**config.mk**
```make
export PLATFORM = sky130hd
export DESIGN_NAME = prog_loader_flat
export DESIGN_NICKNAME = d
export VERILOG_FILES = /design/src/rtl/prog_loader_pkg.sv /design/src/rtl/prog_loader_if.sv /design/src/rtl/prog_loader_byte_packer.sv /design/src/rtl/prog_loader.sv /design/src/flat_wrapper.sv
export SDC_FILE = /design/constraint.sdc
export NUM_CORES = 1
export LEC_CHECK = 0
export BUFFER_PORTS_ARGS = -buffer_cell sky130_fd_sc_hd__buf_2
export CORE_UTILIZATION = 55
export CTS_BUF_LIST = sky130_fd_sc_hd__clkbuf_2 sky130_fd_sc_hd__clkbuf_4 sky130_fd_sc_hd__clkbuf_8
export DETAILED_ROUTE_END_ITERATION = 8
export GPL_ROUTABILITY_DRIVEN = 0
export HOLD_SLACK_MARGIN = 0.06
export PLACE_DENSITY_LB_ADDON = 0.15
export SETUP_SLACK_MARGIN = 0.05
export SLEW_MARGIN = 20
export SYNTH_ARGS = -nofsm -noshare
export SYNTH_HDL_FRONTEND = slang
export SYNTH_HIERARCHICAL = 1
export SYNTH_SLANG_ARGS = --single-unit
```
**constraint.sdc**
```tcl
create_clock -name clk -period 3.8 [get_ports clk]
set_input_delay 0.19 -clock clk [delete_from_list [all_inputs] [get_ports clk]]
set_output_delay 0.19 -clock clk [all_outputs]
set_load 0.05 [all_outputs]
```
**src/rtl/prog_loader_pkg.sv**
```systemverilog
// Shared state encodings and sizing constants for the boot-time program loader.
// Optional checksum stage is enabled with the PROG_LOADER_CHECKSUM_EN macro.
package prog_loader_pkg;

    localparam int MAX_WORDS_DEF  = 64;
    localparam int BYTES_PER_WORD = 4;

    typedef logic [2:0] state_t;

    localparam state_t ST_IDLE  = 3'd0;
    localparam state_t ST_HDR   = 3'd1;
    localparam state_t ST_DATA  = 3'd2;
    localparam state_t ST_WRITE = 3'd3;
    localparam state_t ST_CHK   = 3'd4;
    localparam state_t ST_DONE  = 3'd5;
    localparam state_t ST_ERR   = 3'd6;

endpackage

```
**src/rtl/prog_loader_if.sv**
```systemverilog
// Byte-stream input and memory write port of the program loader.
// A byte moves on a clk edge where rx_valid && rx_ready; the source holds the byte until then.
interface prog_loader_if;

    logic        rx_valid;
    logic [7:0]  rx_data;
    logic        rx_ready;
    logic        mem_we;
    logic [31:0] mem_adr;
    logic [31:0] mem_wd;

    modport master (
        input  rx_valid,
        input  rx_data,
        output rx_ready,
        output mem_we,
        output mem_adr,
        output mem_wd
    );

    modport slave (
        output rx_valid,
        output rx_data,
        input  rx_ready,
        input  mem_we,
        input  mem_adr,
        input  mem_wd
    );

endinterface

```
**src/rtl/prog_loader_byte_packer.sv**
```systemverilog
// Packs an MSB-first byte stream into 32-bit words; word_full flags the 4th byte
// of a word in the cycle it is being shifted in.
module prog_loader_byte_packer
    import prog_loader_pkg::*;
(
    input  logic        clk,
    input  logic        reset,
    input  logic        clr,
    input  logic        shift_en,
    input  logic [7:0]  byte_in,
    output logic [31:0] word,
    output logic        word_full
);

    logic [1:0]  cnt_q, cnt_d;
    logic [31:0] word_q, word_d;

    always_comb begin
        cnt_d  = cnt_q;
        word_d = word_q;
        if (clr) begin
            cnt_d  = '0;
            word_d = '0;
        end else if (shift_en) begin
            cnt_d  = cnt_q + 2'd1;
            word_d = {word_q[23:0], byte_in};
        end
    end

    always_ff @(posedge clk or posedge reset) begin
        if (reset) begin
            cnt_q  <= '0;
            word_q <= '0;
        end else begin
            cnt_q  <= cnt_d;
            word_q <= word_d;
        end
    end

    assign word      = word_q;
    assign word_full = shift_en && !clr && (cnt_q == 2'(BYTES_PER_WORD - 1));

endmodule

```
**src/rtl/prog_loader.sv**
```systemverilog
// Boot loader: header byte N, then 4N bytes packed into words written from address 0.
// Holds the core in reset until a good image is in memory. Checksum stage: PROG_LOADER_CHECKSUM_EN.
module prog_loader
    import prog_loader_pkg::*;
#(
    parameter int MAX_WORDS = MAX_WORDS_DEF,
    parameter int CNT_W     = 7
) (
    input  logic              clk,
    input  logic              reset,
    input  logic              load_start,
    prog_loader_if.master     bus,
    output logic              cpu_reset,
    output logic              busy,
    output logic              done,
    output logic              err,
    output logic [CNT_W-1:0]  word_count,
    output state_t            state_dbg
);

    state_t             state_q, state_d;
    logic [CNT_W-1:0]   idx_q, idx_d;
    logic [CNT_W-1:0]   n_q, n_d;
    logic [CNT_W-1:0]   cnt_q, cnt_d;
    logic [31:0]        adr_q, adr_d;
    logic [31:0]        wd_q, wd_d;
    logic               cpu_reset_q, cpu_reset_d;
    logic               done_q, done_d;
    logic               err_q, err_d;

    logic               rx_ready;
    logic               accept;
    logic               start;
    logic               hdr_ok;
    logic               last_word;
    logic               shift_en;
    logic               word_full;
    logic [31:0]        packed_word;
    logic [31:0]        cur_adr;

    assign rx_ready  = (state_q == ST_HDR) || (state_q == ST_DATA) || (state_q == ST_CHK);
    assign accept    = bus.rx_valid && rx_ready;
    assign start     = load_start &&
                       ((state_q == ST_IDLE) || (state_q == ST_DONE) || (state_q == ST_ERR));
    assign hdr_ok    = (bus.rx_data != 8'd0) && ({24'd0, bus.rx_data} <= 32'(MAX_WORDS));
    assign last_word = (idx_q == (n_q - CNT_W'(1)));
    assign shift_en  = (state_q == ST_DATA) && bus.rx_valid;
    assign cur_adr   = 32'({idx_q, 2'b00});

    prog_loader_byte_packer u_byte_packer (
        .clk       (clk),
        .reset     (reset),
        .clr       (state_q == ST_HDR),
        .shift_en  (shift_en),
        .byte_in   (bus.rx_data),
        .word      (packed_word),
        .word_full (word_full)
    );

`ifdef PROG_LOADER_CHECKSUM_EN
    logic [7:0] sum_q, sum_d;

    // Sum is zero on entry to HDR, so the header byte is folded in like any data byte.
    always_comb begin
        sum_d = sum_q;
        if (start) begin
            sum_d = '0;
        end else if (accept) begin
            sum_d = sum_q + bus.rx_data;
        end
    end

    always_ff @(posedge clk or posedge reset) begin
        if (reset) begin
            sum_q <= '0;
        end else begin
            sum_q <= sum_d;
        end
    end
`endif

    always_comb begin
        state_d     = state_q;
        idx_d       = idx_q;
        n_d         = n_q;
        cnt_d       = cnt_q;
        adr_d       = adr_q;
        wd_d        = wd_q;
        cpu_reset_d = cpu_reset_q;
        done_d      = done_q;
        err_d       = err_q;
        case (state_q)
            ST_IDLE, ST_DONE, ST_ERR: begin
                if (start) begin
                    state_d     = ST_HDR;
                    done_d      = 1'b0;
                    err_d       = 1'b0;
                    cnt_d       = '0;
                    cpu_reset_d = 1'b1;
                end
            end
            ST_HDR: begin
                if (accept) begin
                    if (hdr_ok) begin
                        n_d     = CNT_W'(bus.rx_data);
                        idx_d   = '0;
                        state_d = ST_DATA;
                    end else begin
                        err_d   = 1'b1;
                        state_d = ST_ERR;
                    end
                end
            end
            ST_DATA: begin
                if (word_full) begin
                    state_d = ST_WRITE;
                end
            end
            ST_WRITE: begin
                cnt_d = cnt_q + CNT_W'(1);
                adr_d = cur_adr;
                wd_d  = packed_word;
                if (last_word) begin
`ifdef PROG_LOADER_CHECKSUM_EN
                    state_d     = ST_CHK;
`else
                    state_d     = ST_DONE;
                    done_d      = 1'b1;
                    cpu_reset_d = 1'b0;
`endif
                end else begin
                    idx_d   = idx_q + CNT_W'(1);
                    state_d = ST_DATA;
                end
            end
`ifdef PROG_LOADER_CHECKSUM_EN
            ST_CHK: begin
                if (accept) begin
                    if (bus.rx_data == sum_q) begin
                        state_d     = ST_DONE;
                        done_d      = 1'b1;
                        cpu_reset_d = 1'b0;
                    end else begin
                        state_d = ST_ERR;
                        err_d   = 1'b1;
                    end
                end
            end
`endif
            default: begin
                state_d = ST_IDLE;
            end
        endcase
    end

    always_ff @(posedge clk or posedge reset) begin
        if (reset) begin
            state_q     <= ST_IDLE;
            idx_q       <= '0;
            n_q         <= '0;
            cnt_q       <= '0;
            adr_q       <= '0;
            wd_q        <= '0;
            cpu_reset_q <= 1'b1;
            done_q      <= 1'b0;
            err_q       <= 1'b0;
        end else begin
            state_q     <= state_d;
            idx_q       <= idx_d;
            n_q         <= n_d;
            cnt_q       <= cnt_d;
            adr_q       <= adr_d;
            wd_q        <= wd_d;
            cpu_reset_q <= cpu_reset_d;
            done_q      <= done_d;
            err_q       <= err_d;
        end
    end

    // Address/data show the live word during WRITE and hold the last write otherwise.
    assign bus.rx_ready = rx_ready;
    assign bus.mem_we   = (state_q == ST_WRITE);
    assign bus.mem_adr  = (state_q == ST_WRITE) ? cur_adr : adr_q;
    assign bus.mem_wd   = (state_q == ST_WRITE) ? packed_word : wd_q;

    assign busy       = (state_q == ST_HDR) || (state_q == ST_DATA) ||
                        (state_q == ST_WRITE) || (state_q == ST_CHK);
    assign cpu_reset  = cpu_reset_q;
    assign done       = done_q;
    assign err        = err_q;
    assign word_count = cnt_q;
    assign state_dbg  = state_q;

endmodule
```
**src/flat_wrapper.sv**
```systemverilog
// flat-port wrapper written by rule: the top's interface ports become plain ports
module prog_loader_flat import prog_loader_pkg::*;
#(
    parameter int MAX_WORDS = MAX_WORDS_DEF,
    parameter int CNT_W     = 7
)
  (clk, reset, load_start, cpu_reset, busy, done, err, word_count, state_dbg, bus_rx_valid, bus_rx_data, bus_rx_ready, bus_mem_we, bus_mem_adr, bus_mem_wd);
  prog_loader_if bus_i ();
  input  logic clk;
  input  logic reset;
  input  logic load_start;
  output logic cpu_reset;
  output logic busy;
  output logic done;
  output logic err;
  output logic [CNT_W-1:0] word_count;
  output state_t state_dbg;
  input wire logic [$bits(bus_i.rx_valid)-1:0] bus_rx_valid;
  input wire logic [$bits(bus_i.rx_data)-1:0] bus_rx_data;
  output wire logic [$bits(bus_i.rx_ready)-1:0] bus_rx_ready;
  output wire logic [$bits(bus_i.mem_we)-1:0] bus_mem_we;
  output wire logic [$bits(bus_i.mem_adr)-1:0] bus_mem_adr;
  output wire logic [$bits(bus_i.mem_wd)-1:0] bus_mem_wd;
  assign bus_i.rx_valid = bus_rx_valid;
  assign bus_i.rx_data = bus_rx_data;
  assign bus_rx_ready = bus_i.rx_ready;
  assign bus_mem_we = bus_i.mem_we;
  assign bus_mem_adr = bus_i.mem_adr;
  assign bus_mem_wd = bus_i.mem_wd;
  prog_loader #(.MAX_WORDS(MAX_WORDS), .CNT_W(CNT_W)) u_core (.clk(clk), .reset(reset), .load_start(load_start), .bus(bus_i), .cpu_reset(cpu_reset), .busy(busy), .done(done), .err(err), .word_count(word_count), .state_dbg(state_dbg));
endmodule
```
==> flow_summary_export.csv, run 1 <==
group,metric,value,unit
layout,fin_cells,745,
die,die_w,100.5,microns
worst_setup_path,worstPathRequired,4.11,ns
worst_setup_path,crit_fanout,10,
layout,diodes,0,
die,io_pins,92,
logic_synthesis,synthTopCellsByCount,"126 x nand2_1, 124 x dfrtp_1, 57 x nor2_1, 36 x mux2i_1, 26 x and2_1",
timing,worstMarginPinSlew,0.7626,ns
die,dieArea,10100,sq um
layout,multi_input_area,2028,sq um
worst_setup_path,crit_chain,"inv_1 > ha_1 > or3b_1 > or4_4 > a2111oi_4 > nand4_4 > and3_4 > mux2_4",
layout,area_growth,19.21,%
clock_tree,clkSinkCount,125,
worst_setup_path,r2r_start,"u_core/n_q[0]",
timing,rsz0062_at_grt,"false",
route,vias,3820,
logic_synthesis,synth_ff_type,"dfrtp_1",
place,hpwl,7187,microns
layout,final_area,6360,sq um
clock_tree,clk_pin_slew,0.07,ns
timing,clock-skew-final,0.01177,ns
worst_setup_path,rr_endpoint,"u_core/idx_q[0]",
clock_tree,post_cts_buffers,0,
route,totalWireLength,10910,microns
die,initial_core_util,57.20,%
logic_synthesis,yosys-top-cells-area,"dfrtp_1 58%, nand2_1 8.9%, mux2i_1 6.8%, nor2_1 4.0%, and2_1 3.0%",
global_routing,grt_usage,23.36,%
timing,maxSlewHeadroom,49.10,%
place,portBuffers,91,
die,core_area,9328,sq um
global_routing,gr-total-overflow,0,
logic_synthesis,synth.distinct_cells,52,
logic_synthesis,ys_warn_count,6,
route,postRouteAntennaNets,0,
pwr,max-vdd-ir-drop,0.4689,mV
timing,hold_viol_final,0,
die,rows,35,
status,outcome,"finished clean",
run,cap_violations,0,
timing,max_freq,338.2,MHz
worst_setup_path,cp-end-kind,"flop",
logic_synthesis,ys_async_sr_fraction,100.0,%
layout,num-nets-final,619,
clock_tree,cts_buffer_depth,2,
timing,finalCriticalPeriod,2.956,ns
worst_setup_path,critical_path_class,"reg2reg",
route,vias_per_cell,5.128,
route,wl_per_cell,14.64,microns
global_routing,grt_pass1_vias,3755,
timing,finalMaxSlewViolations,0,
place,dp.cells,704,
clock_tree,h-tree-depth,4,
worst_setup_path,slowest_delay,0.51,ns
global_routing,grt_pass1_wl,18060,microns
pwr,powerDensity,893.8,nW/um^2
logic_synthesis,synthCells,501,
worst_hold_path,worstHoldStart,"bus_rx_data[6]",
worst_setup_path,reg2reg_depth,8,
clock_tree,numCtsBuffers,17,
clock_tree,cts_tree,"yes",
route,first_pass_iters,4,
global_routing,grt_max_degree,51,
worst_hold_path,hold_path_depth,2,
clock_tree,cts_root_buf,"clkbuf_8",
logic_synthesis,synthesis.area,5335,sq um
worst_hold_path,holdPathEnd,"u_core/n_q[6]",
timing,post-route-period-util,77.80,%
route,first_iter_violations,124,
worst_setup_path,cp-start-kind,"flop",
clock_tree,clock_latency,0.43,ns
layout,seq_area,3129,sq um
logic_synthesis,synth_seq_cells,125,
logic_synthesis,syn_area_per_cell,10.65,sq um
logic_synthesis,yosys.area.top_type,"dfrtp_1",
worst_setup_path,crit_arrival,3.27,ns
logic_synthesis,yosysMostFrequentCell,"nand2_1",
worst_hold_path,hold_path_class,"in2reg",
logic_synthesis,synth_edf_count,0,
logic_synthesis,syn_nets,517,
logic_synthesis,seq_area_frac_synth,58.65,%
timing,report.final.setup_viol,0,
layout,fill_cells,749,
place,dpl_cell_area,5862,sq um
timing,final.setup.tns,0,ns
route,drc,0,
layout,drive_gt1_share,25.49,%
worst_setup_path,cp_slowest_cell,"or4_4",
layout,fin_util,68.18,%
die,dieHeight,100.5,microns
logic_synthesis,synth_top_cell_area_share,58.16,%
pwr,leakagePower,3.370,nW
global_routing,antenna_found_initial,0,
worst_setup_path,worst-r2r-setup-slack,0.84,ns
-- per-stage QoR --
| stage | power (W) | setup slack, ns | hold WS [ns] |
|---|---|---|---|
| 2_1_floorplan | 0.003999 | 0.8641 | 0.3068 |
| 5_1_grt | 0.006005 | 0.7283 | 0.07276 |
| 3_3_place_gp | 0.004450 | 0.9568 | 0.3255 |
| 6_report | 0.005685 | 0.8436 | 0.09473 |
| 3_5_place_dp | 0.004519 | 0.8752 | 0.3350 |
| 4_1_cts | 0.005730 | 0.8503 | 0.06060 |
-- logic make-up after synthesis --
group | share of synthesized area, %
buf+inv | 3.518
flops | 58.65
simple gates | 21.22
xor+xnor | 1.970
mux | 9.217
fa+ha+maj | 0.9381
compound gates | 4.479
-- worst max path at each step --
stage / depth (start not counted) / endpoint / from / slack [ns]
floorplan: 6 / u_core/adr_q[3] / u_core/state_dbg[0] / 0.86
global placement: 8 / u_core/idx_q[0] / u_core/n_q[0] / 0.96
detailed placement: 8 / u_core/idx_q[0] / u_core/n_q[0] / 0.88
CTS: 8 / u_core/idx_q[0] / u_core/n_q[0] / 0.85
global route: 8 / u_core/idx_q[0] / u_core/n_q[0] / 0.73
finish: 8 / u_core/idx_q[0] / u_core/n_q[0] / 0.84
-- report_power, final --
part	leakage [nW]	internal, W	switching (W)
clock	0.201	0.000674	0.000509
combinational	1.48	0.000696	0.00178
sequential	1.69	0.00171	0.000316
total	3.37	0.00308	0.00261
-- cells in the final DEF, fill, tap and decap left out, types with 3 or more instances in the layout --
cell and n:
nand2b_1 4, nand2_1 125, mux2_2 9, clkbuf_8 18, a31oi_1 4, and2_1 26, xor2_1 3, a211oi_1 3
bufinv_16 3, nor2_1 56, buf_4 7, nor2b_1 3, nand3_1 4, dlygate4sd3_1 9, and3_1 3, o21ai_0 16
inv_1 7, ha_1 4, xnor2_1 9, buf_2 91, mux2i_1 36, clkinv_2 6, nor2_2 3, dfrtp_1 124
clkinvlp_4 4, nand4_1 3
-- repair_timing --
item,CTS,global route
endpoints found under the hold margin,87,0
resized for setup,0,0
hold buffers,9,0
-- layer usage --
layer / share of wire [%] / track usage [%] / vias to the layer above / wire [microns]
met5: 0 / 0 / - / 0
met4: 1.6 / 9.253 / 0 / 176
met3: 4.9 / 6.727 / 20 / 533
met2: 48 / 37.30 / 96 / 5258
met1: 45 / 30.24 / 1856 / 4935
li1: - / - / 1848 / -
-- area by class of cell --
class	instances	share of cell area [%]
Sequential cell	125	49.20
Multi-Input combinational cell	343	31.89
Timing Repair Buffer	107	9.404
Clock buffer	20	4.131
Tap cell	129	2.538
Clock inverter	12	2.282
Inverter	9	0.5509
-- worst max-delay path: cells and delay by family (launching register included) --
family                     cells  cell delay [ns]
and+or+nand+nor                4             1.38
AOI/OAI and AO/OA              1             0.43
DFF                            1             0.41
muxes                          1             0.29
adders and majority gates      1             0.22
buffers and inverters          1             0.10
-- flip-flops by register name, indices dropped and copies added, names as in the netlist --
name,flops
u_core/n_q,7
u_core/u_byte_packer/word,32
u_core/word_count,7
u_core/adr_q,32
u_core/cpu_reset,1
u_core/wd_q,32
u_core/idx_q,7
u_core/u_byte_packer/cnt_q,2
u_core/state_dbg,3
u_core/err,1
u_core/done,1
Power figures use the tool's default switching activity.
==> run 2: changes to the inputs <==
==> constraint.sdc (replaced) <==
create_clock -name clk -period 3.1 [get_ports clk]
set_input_delay 0.155 -clock clk [delete_from_list [all_inputs] [get_ports clk]]
set_output_delay 0.155 -clock clk [all_outputs]
set_load 0.05 [all_outputs]
==> flow_summary_export.csv, run 2 (synthesis results as in run 1) <==
group,metric,value,unit
die,initial_core_util,57.20,%
pwr,p_clk_share,20.3,%
worst_setup_path,cp-end-kind,"flop",
clock_tree,ctsResizeCount,0,
route,drc,0,
route,vias_per_cell,5.240,
worst_setup_path,critical_path_class,"reg2reg",
layout,area_growth,19.72,%
status,outcome,"finished clean",
worst_hold_path,hold_path_class,"in2reg",
worst_setup_path,worstPathRequired,3.40,ns
die,core_area,9328,sq um
route,postRouteAntennaNets,0,
clock_tree,clock_latency,0.41,ns
route,first_pass_iters,4,
clock_tree,h-tree-depth,4,
layout,fin_cells,747,
route,vias,3914,
die,io_pins,92,
pwr,max-vdd-ir-drop,0.6784,mV
die,dieArea,10100,sq um
route,wl_per_cell,15.18,microns
place,dp.cells,705,
pwr,leakagePower,3.390,nW
timing,finalMaxSlewViolations,0,
place,portBuffers,91,
die,rows,35,
global_routing,antenna_found_initial,0,
layout,diodes,0,
timing,fin_hold_ws,0.1068,ns
timing,final.setup.tns,0,ns
global_routing,grt_max_degree,75,
timing,maxSlewHeadroom,52.84,%
pwr,switchingPower,0.003199,W
layout,layout_commonest_cell,"nand2_1",
timing,post-route-period-util,92.13,%
timing,rsz0062_at_grt,"false",
place,hpwl,7304,microns
pwr,p_int,0.003768,W
timing,hold_viol_final,0,
global_routing,grt_pass1_vias,3904,
clock_tree,clkSinkCount,125,
layout,mostFrequentLayoutCells,"125 x nand2_1, 124 x dfrtp_1, 91 x buf_2",
worst_setup_path,cp_slowest_cell,"or4_4",
layout,num-nets-final,622,
die,die_w,100.5,microns
timing,report.final.setup_viol,0,
timing,worstMarginPinSlew,0.7067,ns
global_routing,gr-total-overflow,0,
pwr,powerDensity,1091,nW/um^2
timing,clock-skew-final,0.009152,ns
die,dieHeight,100.5,microns
worst_setup_path,crit_chain,"inv_1 > ha_1 > or3b_1 > or4_4 > a2111oi_4 > nand4_4 > and3_4 > mux2_4",
pwr,pwr-share-comb,43.9,%
clock_tree,clk_pin_slew,0.07,ns
clock_tree,numCtsBuffers,17,
pwr,seq_power_share,35.8,%
layout,drive_gt1_share,25.57,%
worst_setup_path,crit_fanout,7,
clock_tree,cts_buffer_depth,2,
route,first_iter_violations,246,
global_routing,grt_pass1_wl,18860,microns
clock_tree,cts_tree,"yes",
worst_setup_path,slowest_delay,0.51,ns
timing,finalCriticalPeriod,2.856,ns
timing,max_freq,350.1,MHz
layout,fin_util,68.48,%
worst_setup_path,crit_arrival,3.16,ns
worst_setup_path,cp-start-kind,"flop",
run,cap_violations,0,
route,totalWireLength,11340,microns
global_routing,grt_usage,24.48,%
clock_tree,cts_root_buf,"clkbuf_8",
pwr,p_sw_share,45.92,%
==> run 2: layout make-up <==
cell class | count | area, sq um
multi-input combinational | 343 | 2028
clock buffer | 25 | 312.8
clock inverter | 6 | 85.08
timing repair buffer | 110 | 635.6
inverter | 9 | 35.03
tap | 129 | 161.4
sequential | 125 | 3129
fill | 730 | 2940
==> run 2: what timing repair did <==
action | CTS | global route
setup endpoints to repair | 0 | 5
endpoints found under the hold margin | 86 | 0
setup buffers | 0 | 1
hold buffers | 10 | 0
==> run 2: power by group through the flow <==
stage / clock [W] / sequential (W) / combinational, W
after floorplan: 0 / 0.00252 / 0.00239
final: 0.00141 / 0.00250 / 0.00306
after global routing: 0.00152 / 0.00256 / 0.00330
after detailed placement: 0 / 0.00252 / 0.00304
after global placement: 0 / 0.00249 / 0.00296
after CTS: 0.00145 / 0.00249 / 0.00307
==> run 2: per-stage QoR <==
stage | total power, W | instance area, sq um | setup WS [ns]
4_1_cts | 0.007013 | 6380 | 0.1498
3_3_place_gp | 0.005451 | 5882 | 0.2578
2_1_floorplan | 0.004902 | 5335 | 0.1641
6_report | 0.006968 | 6387 | 0.2440
5_1_grt | 0.007372 | 6387 | 0.08321
3_5_place_dp | 0.005560 | 5882 | 0.1600
==> run 2: final timing paths <==
kind / from / to / slack (ns) / depth (start not counted)
max in group asynchronous: reset / u_core/cpu_reset / 1.96 / 4
min in group asynchronous: reset / u_core/wd_q[21] / 0.39 / 3
max reg2reg: u_core/n_q[0] / u_core/idx_q[0] / 0.24 / 8
min reg2reg: u_core/word_count[6] / u_core/word_count[6] / 0.47 / 1
max: u_core/n_q[0] / u_core/idx_q[0] / 0.24 / 8
min: load_start / u_core/state_dbg[2] / 0.11 / 3
==> run 2: worst max-delay path: cells and delay by family, from the launching register on <==
family                     cells  cell delay [ns]
AOI/OAI and AO/OA              1             0.40
adders and majority gates      1             0.21
buffers and inverters          1             0.09
DFF                            1             0.41
muxes                          1             0.29
and+or+nand+nor                4             1.36
==> run 2: routing by layer <==
metal  track usage (%)  vias to the layer above  wire [microns]
li1                  -                     1860               -
met1             32.74                     1916            5135
met2             38.67                      126            5566
met3             6.033                       12             512
met4             9.810                        0             127
met5                 0                        -               0
